$ cat src/rtl/prm_pkg.sv
// Shared types and widths for the PRM obstacle-frame accumulator slice.
package prm_pkg;
  localparam int PRM_CODE_W      = 15;
  localparam int PRM_FRAME_LEN_W = 16;

  typedef enum logic [1:0] {IDLE, ACCUM, DRAIN, OUT} prm_acc_state_t;
endpackage

$ cat src/rtl/prm_popcount.sv
// Combinational popcount as a balanced binary adder tree stored heap-style.
module prm_popcount #(
  parameter int W  = 64,
  parameter int OW = $clog2(W+1)
)(
  input  logic [W-1:0]  in_vec,
  output logic [OW-1:0] cnt
);
  localparam int LVL = $clog2(W);
  localparam int N   = 1 << LVL;

  // Leaves live at [N-1 .. 2N-2]; node k sums its children 2k+1 and 2k+2.
  logic [OW-1:0] tree [2*N-1];

  for (genvar i = 0; i < N; i++) begin : g_leaf
    if (i < W) begin : g_used
      assign tree[N-1+i] = OW'(in_vec[i]);
    end else begin : g_pad
      assign tree[N-1+i] = '0;
    end
  end

  for (genvar k = 0; k < N-1; k++) begin : g_node
    assign tree[k] = tree[2*k+1] + tree[2*k+2];
  end

  assign cnt = tree[0];
endmodule

$ cat src/rtl/prm_edge_mask_accum.sv
// Streams voxel codes to the edge checker bank and ORs the returned edge masks
// into a blocked-edge bitmap, delivered per frame over a valid/ready handshake.
module prm_edge_mask_accum
  import prm_pkg::*;
#(
  parameter int NUM_EDGES = 64,
  parameter int CODE_W    = PRM_CODE_W,
  parameter int CNT_W     = $clog2(NUM_EDGES+1)
)(
  input  logic                       clk,
  input  logic                       rst_n,
  input  logic                       obs_valid,
  output logic                       obs_ready,
  input  logic [CODE_W-1:0]          obs_code,
  input  logic                       obs_last,
  input  logic                       abort,
  output logic [CODE_W-1:0]          chk_code,
  input  logic [NUM_EDGES-1:0]       chk_mask,
  output logic                       mask_valid,
  input  logic                       mask_ready,
  output logic [NUM_EDGES-1:0]       mask_out,
  output logic [CNT_W-1:0]           mask_count,
  output logic [PRM_FRAME_LEN_W-1:0] frame_len
);
  prm_acc_state_t             state;
  logic [NUM_EDGES-1:0]       accum;
  logic                       pend;
  logic [PRM_FRAME_LEN_W-1:0] len;
  logic [NUM_EDGES-1:0]       acc_final;
  logic [CNT_W-1:0]           pop_cnt;

  assign obs_ready = (state == IDLE) || (state == ACCUM);

  // Checker bank result for the code registered last cycle folds in here.
  assign acc_final = accum | chk_mask;

  prm_popcount #(.W(NUM_EDGES), .OW(CNT_W)) u_pop (
    .in_vec (acc_final),
    .cnt    (pop_cnt)
  );

  always_ff @(posedge clk or negedge rst_n) begin
    if (!rst_n) begin
      state      <= IDLE;
      chk_code   <= '0;
      accum      <= '0;
      pend       <= 1'b0;
      len        <= '0;
      mask_valid <= 1'b0;
      mask_out   <= '0;
      mask_count <= '0;
      frame_len  <= '0;
    end else begin
      case (state)
        IDLE: begin
          if (abort) begin
            accum <= '0;
            pend  <= 1'b0;
          end else if (obs_valid) begin
            chk_code <= obs_code;
            accum    <= '0;
            pend     <= 1'b1;
            len      <= PRM_FRAME_LEN_W'(1);
            state    <= obs_last ? DRAIN : ACCUM;
          end
        end
        ACCUM: begin
          if (abort) begin
            accum <= '0;
            pend  <= 1'b0;
            state <= IDLE;
          end else begin
            if (pend) accum <= acc_final;
            pend <= obs_valid;
            if (obs_valid) begin
              chk_code <= obs_code;
              if (len != '1) len <= len + PRM_FRAME_LEN_W'(1);
              if (obs_last) state <= DRAIN;
            end
          end
        end
        DRAIN: begin
          if (abort) begin
            accum <= '0;
            pend  <= 1'b0;
            state <= IDLE;
          end else begin
            accum      <= acc_final;
            pend       <= 1'b0;
            mask_out   <= acc_final;
            mask_count <= pop_cnt;
            frame_len  <= len;
            mask_valid <= 1'b1;
            state      <= OUT;
          end
        end
        OUT: begin
          // Result is committed; abort is deliberately ignored here.
          if (mask_ready) begin
            mask_valid <= 1'b0;
            state      <= IDLE;
          end
        end
        default: state <= IDLE;
      endcase
    end
  end
endmodule

$ cat config.mk
export PLATFORM = sky130hd
export DESIGN_NAME = prm_edge_mask_accum
export DESIGN_NICKNAME = d
export VERILOG_FILES = /design/src/rtl/prm_pkg.sv /design/src/rtl/prm_popcount.sv /design/src/rtl/prm_edge_mask_accum.sv
export SDC_FILE = /design/constraint.sdc
export NUM_CORES = 1
export LEC_CHECK = 0
export BUFFER_PORTS_ARGS = -buffer_cell sky130_fd_sc_hd__buf_2
export CAP_MARGIN = 20
export CORE_ASPECT_RATIO = 1.1
export CORE_MARGIN = 2
export CORE_UTILIZATION = 40
export DETAILED_ROUTE_END_ITERATION = 8
export SYNTH_ARGS = -nofsm -noshare
export SYNTH_HDL_FRONTEND = slang
export SYNTH_SLANG_ARGS = --single-unit
$ cat constraint.sdc
create_clock -name clk -period 8.7 [get_ports clk]
set_clock_uncertainty 0.15 [all_clocks]
set_input_delay 0.435 -clock clk [delete_from_list [all_inputs] [get_ports clk]]
set_output_delay 0.435 -clock clk [all_outputs]
set_load 0.01 [all_outputs]
* Yosys cells after proc, flatten, opt, wreduce, memory -nomap -nowiden
Index checks and enable logic that the tools add are counted.
** Cells by class
- Add/subtract/negate cells :: 64
- Bitwise operators :: 2
- Mux-type cells :: 28
- Equal/unequal tests :: 15
- Reduce and logical (&&, ||, !) cells :: 13
** Operators with widths (count)
- $mux W64 :: 5
- $pmux W64 S3 :: 1
- $mux W16 :: 5
- $add A1 B1 Y2 :: 32
- $or A64 B64 Y64 :: 1
- $add A2 B2 Y3 :: 16
- $add A3 B3 Y4 :: 8
- $pmux W16 S2 :: 1
- $add A4 B4 Y5 :: 4
- $add A16 B1 Y16 const B :: 1
- $mux W2 :: 8
- $ne A16 B16 Y1 const B :: 1
- $add A5 B5 Y6 :: 2
- $ne A2 B2 Y1 const B :: 6
- $ne A3 B3 Y1 const B :: 4
- $reduce_and A3 Y1 :: 3
- $pmux W2 S4 :: 1
- $add A6 B6 Y7 :: 1
- $reduce_and A6 Y1 :: 1
- $mux W1 :: 5
- $reduce_and A5 Y1 :: 1
- $eq A2 B2 Y1 const B :: 2
- $reduce_and A2 Y1 :: 2
- $reduce_bool A2 Y1 :: 2
- 9 further kinds :: 9
** Storage, ports and cells
- Logic and storage cells :: 131
- Register bits :: 186
- Bits of input ports :: 85
- Output and inout port bits :: 104

* Logic depth before layout (Yosys ltp)
- Depth in word-level cells :: 7
- Mapped depth :: 20
- Depth with buffers taken out :: 20

* Cells and area by module
A second synthesis with hierarchy kept.
** Second synthesis, totals
- Cells, all modules :: 870
- Area total of the unflattened synthesis :: 9846.9 um^2
** By module, submodules not included
- prm_edge_mask_accum :: times used 1, cells each 652, seq. area each 4654.5 um^2, area an instance 7642.3 um^2
- prm_popcount :: times used 1, cells each 218, seq. area each 0.0 um^2, area an instance 2204.6 um^2

* Worst setup path after synthesis
OpenSTA, ideal clock, no wires.
- Path type :: input -> register
- Start :: input chk_mask[35]
- End :: register mask_count[5]
- Path buffers :: 0
- Stages :: 18
- Slack :: 2.379 ns
- Setup time :: 0.069 ns
- Required time :: 8.481 ns
- Data arrival time :: 6.102 ns
- Path through :: or2_2 -> fa_1 -> fa_1 -> fa_1 -> inv_1 -> fa_1 -> inv_1 -> fa_1 -> fa_1 -> fa_1 -> inv_1 -> fa_1 -> inv_1 -> ha_1 -> a21o_1 -> a31o_2 -> a2111oi_0 -> nand3b_1
** Between the ends
- Longest elaborated chain between the ends :: 7
** Ends and longest elaborated chain
- start: declaration :: line prm_edge_mask_accum.sv:18 : input logic [NUM_EDGES-1:0] chk_mask,
- $or A64 B64 Y64 :: line prm_edge_mask_accum.sv:35 : assign acc_final = accum | chk_mask;
- $add A1 B1 Y2 :: line prm_popcount.sv:24 : assign tree[k] = tree[2*k+1] + tree[2*k+2];
- $add A2 B2 Y3 :: line prm_popcount.sv:24
- $add A3 B3 Y4 :: line prm_popcount.sv:24
- $add A4 B4 Y5 :: line prm_popcount.sv:24
- $add A5 B5 Y6 :: line prm_popcount.sv:24
- $add A6 B6 Y7 :: line prm_popcount.sv:24
- end signal: assignment :: line prm_edge_mask_accum.sv:91 : mask_count <= pop_cnt;
- end: declaration :: line prm_edge_mask_accum.sv:22 : output logic [CNT_W-1:0] mask_count,
No other way between the ends.
A chain may end at the register's enable or synchronous reset.

* Worst setup path after layout
- Start :: register accum[17]
- End :: register mask_count[5]
** Between the ends
- Longest elaborated chain between the ends :: 7
** Ends and longest elaborated chain
- start: declaration :: line prm_edge_mask_accum.sv:26 : logic [NUM_EDGES-1:0] accum;
- start signal: assignment :: line prm_edge_mask_accum.sv:73 : if (pend) accum <= acc_final;
- start signal: assignment :: line prm_edge_mask_accum.sv:88 : accum <= acc_final;
- $or A64 B64 Y64 :: line prm_edge_mask_accum.sv:35
- via acc_final[17] :: line prm_edge_mask_accum.sv:29 : logic [NUM_EDGES-1:0] acc_final;
- $add A1 B1 Y2 :: line prm_popcount.sv:24
- $add A2 B2 Y3 :: line prm_popcount.sv:24
- $add A3 B3 Y4 :: line prm_popcount.sv:24
- $add A4 B4 Y5 :: line prm_popcount.sv:24
- $add A5 B5 Y6 :: line prm_popcount.sv:24
- $add A6 B6 Y7 :: line prm_popcount.sv:24
The timed path passes the listed nets, and every way through them passes these cells.

==> results.yml <==
routing:
  viasPerCell: 5.09
  drc_errors: 0
  totalWireLength_um: 22900
  drt-pass1-iter-count: 5
  first_iter_violations: 359
  drtAntennaViolNets: 0
  detail_route.wl_per_cell_um: 17.1
  vias: 6823
synth:
  synthFlopType: "dfrtp_1"
  synth_area_leader_cell: "dfrtp_1"
  syn_avg_cell_area_sq_um: 10.9
  syn_inst: 866
  synth.most_common_cell: "dfrtp_1"
  ys_ff_latch: 186
  async_flop_share: 1.00
  synth-seq-area-share: 0.492
  synth-edff-count: 0
  syn_nets: 1026
  netlist_area_sq_mm: 0.00946
  synth.top_cell.area_share: 0.492
  synth_warnings: 0
  ys_top_cells_by_area: "dfrtp_1 49%, fa_1 11%, a31oi_1 8.6%"
  synthTopCellsByCount: "186 x dfrtp_1, 130 x a31oi_1, 102 x nand2_1"
  synth.distinct_cells: 58
worst_hold_path:
  worst_hold_path_type: "in -> reg"
sta:
  tightest_slew_ns: 0.888
  hold_viol_final: 0
  period_share: 0.749
  finalSetupTns_ns: 0
  setup_viol: 0
  relSlewSlack: 0.408
  fin_crit_ns: 6.51
  rsz0062_at_grt: "false"
  drv_slew: 0
  timing.fmax_mhz: 154
placed_design:
  port_buffers: 188
  dp_hpwl_um: 16200
  dpl.cell_count: 1307
  place_congestion: 0.781
  placed_cell_area_sq_mm: 0.0106
floorplanning:
  die_x_um: 151
  dieArea_sq_mm: 0.0249
  coreArea_sq_mm: 0.0235
  io-pin-count: 189
  num_rows: 59
  fp.dieH_um: 165
  initial_utilization: 0.403
worst_setup_path:
  crit_arrival_ns: 6.73
  worst_setup_path_end_kind: "flip-flop"
  critPathLaunchType: "flip-flop"
  cp.required_ns: 8.91
  crit_fanout: 2
  critPathKind: "reg -> reg"
global_route:
  grt_pass1_vias: 6599
  antenna_found_initial: 1
  grt_max_degree: 85
  grt_usage: 0.188
  grt_pass1_wl_um: 36100
  grt_overflow_total: 0
layout:
  fin_util: 0.477
  layout-drive-gt1-share: 0.309
  fin_nets: 1182
  finalNonFillerCells: 1341
  area_growth_pct: 18.5
  final_area_sq_mm: 0.0112
clock_network:
  cts_num_sinks: 186
  cts-resized-gates: 0
  cts-root-buf: "clkbuf_16"
  hold_buffers: 1
  cts_inserted_buffers: 17
  clk_path_buf_depth: 2
  cts_setup_buffers: 0
  htree_num_levels: 4
  clk_latency_ns: 0.43
  clk_pin_slew_ns: 0.07
  cts_tree: "yes"
flow_run:
  maxCapViolCount: 0
run_status:
  outcome: "finished, final reports clean"
## registers in the layout, summed over array words and instances (netlist names)
name	cells
frame_len	16
mask_out	64
chk_code	15
mask_count	7
mask_valid	1
len	16
pend	1
state	2
accum	64
## critical path: stages, from the launching register on
cell       delay (ns)
dfrtp_1          0.39
or2_2            0.31
fa_1             0.57
inv_1            0.06
fa_1             0.52
inv_1            0.05
fa_1             0.47
inv_1            0.05
fa_1             0.35
inv_1            0.10
fa_1             0.46
fa_1             0.52
fa_1             0.55
inv_1            0.05
fa_1             0.52
inv_1            0.07
ha_1             0.29
a21o_1           0.18
a31o_2           0.25
a2111oi_0        0.38
nand3b_1         0.16
## worst paths after layout
check                                        startpoint                         to  slack, ns  cells past startpoint
worst max-delay path              accum[17]$_DFFE_PN0P_  mask_count[5]$_DFFE_PN0P_       2.19                     20
worst min-delay path                        obs_code[0]    chk_code[0]$_DFFE_PN0P_       0.04                      3
worst max register to register    accum[17]$_DFFE_PN0P_  mask_count[5]$_DFFE_PN0P_       2.19                     20
worst min register to register  chk_code[0]$_DFFE_PN0P_    chk_code[0]$_DFFE_PN0P_       0.32                      2
max in group asynchronous                         rst_n   mask_out[17]$_DFFE_PN0P_       6.73                      3
min in group asynchronous                         rst_n    chk_code[0]$_DFFE_PN0P_       0.46                      2
## layout by cell type, fill, tap and decap left out, types with 3 or more instances in the layout
master and n:
o21ai_0 50, nor4_1 5, ha_1 21, nand2_1 102, a31oi_1 130, dfrtp_1 186, clkbuf_16 17, a21o_1 3
mux2i_1 7, inv_8 3, clkinv_4 4, nor2_1 41, mux2_2 47, a21oi_1 9, nand3_1 7, nor3_1 7
fa_1 54, buf_4 8, or2_2 30, nand4_1 5, inv_1 52, buf_2 187
## stage by stage
step | setup slack (ns) | hold WS, ns
final | 2.19 | 0.0418
after global routing | 1.95 | 0.0234
after CTS | 2.17 | 0.0192
after detailed placement | 1.99 | 0.311
after global placement | 2.10 | 0.302
after floorplan | 2.38 | -0.0106
## kinds of logic after synthesis
group / after synthesis / synth area share
AO/OA/AOI/OAI: 217 / 0.143
AND/OR/NAND/NOR: 217 / 0.107
flip-flops: 186 / 0.492
buffers and inverters: 114 / 0.0486
adder cells (fa/ha/maj): 75 / 0.142
multiplexers: 54 / 0.0634
XOR/XNOR: 3 / 0.00278
## area by class of cell
| type | count | area [sq um] |
|---|---|---|
| Fill cell | 2210 | 12300 |
| Sequential cell | 186 | 4650 |
| Multi-Input combinational cell | 566 | 4360 |
| Timing Repair Buffer | 197 | 1020 |
| Clock buffer | 19 | 443 |
| Tap cell | 305 | 382 |
| Inverter | 54 | 205 |
| Clock inverter | 13 | 136 |
| Antenna cell | 1 | 2.50 |
## per-layer routing
layer | global-route usage | share of wire | up-vias
met5 | 0 | 0.00057 | -
li1 | - | - | 3344
met1 | 0.247 | 0.44 | 3288
met3 | 0.0530 | 0.066 | 25
met2 | 0.301 | 0.47 | 164
met4 | 0.0595 | 0.017 | 2
Power is not shown: default switching activity piles up to over one toggle a cycle in this logic, so the estimate is an artifact.
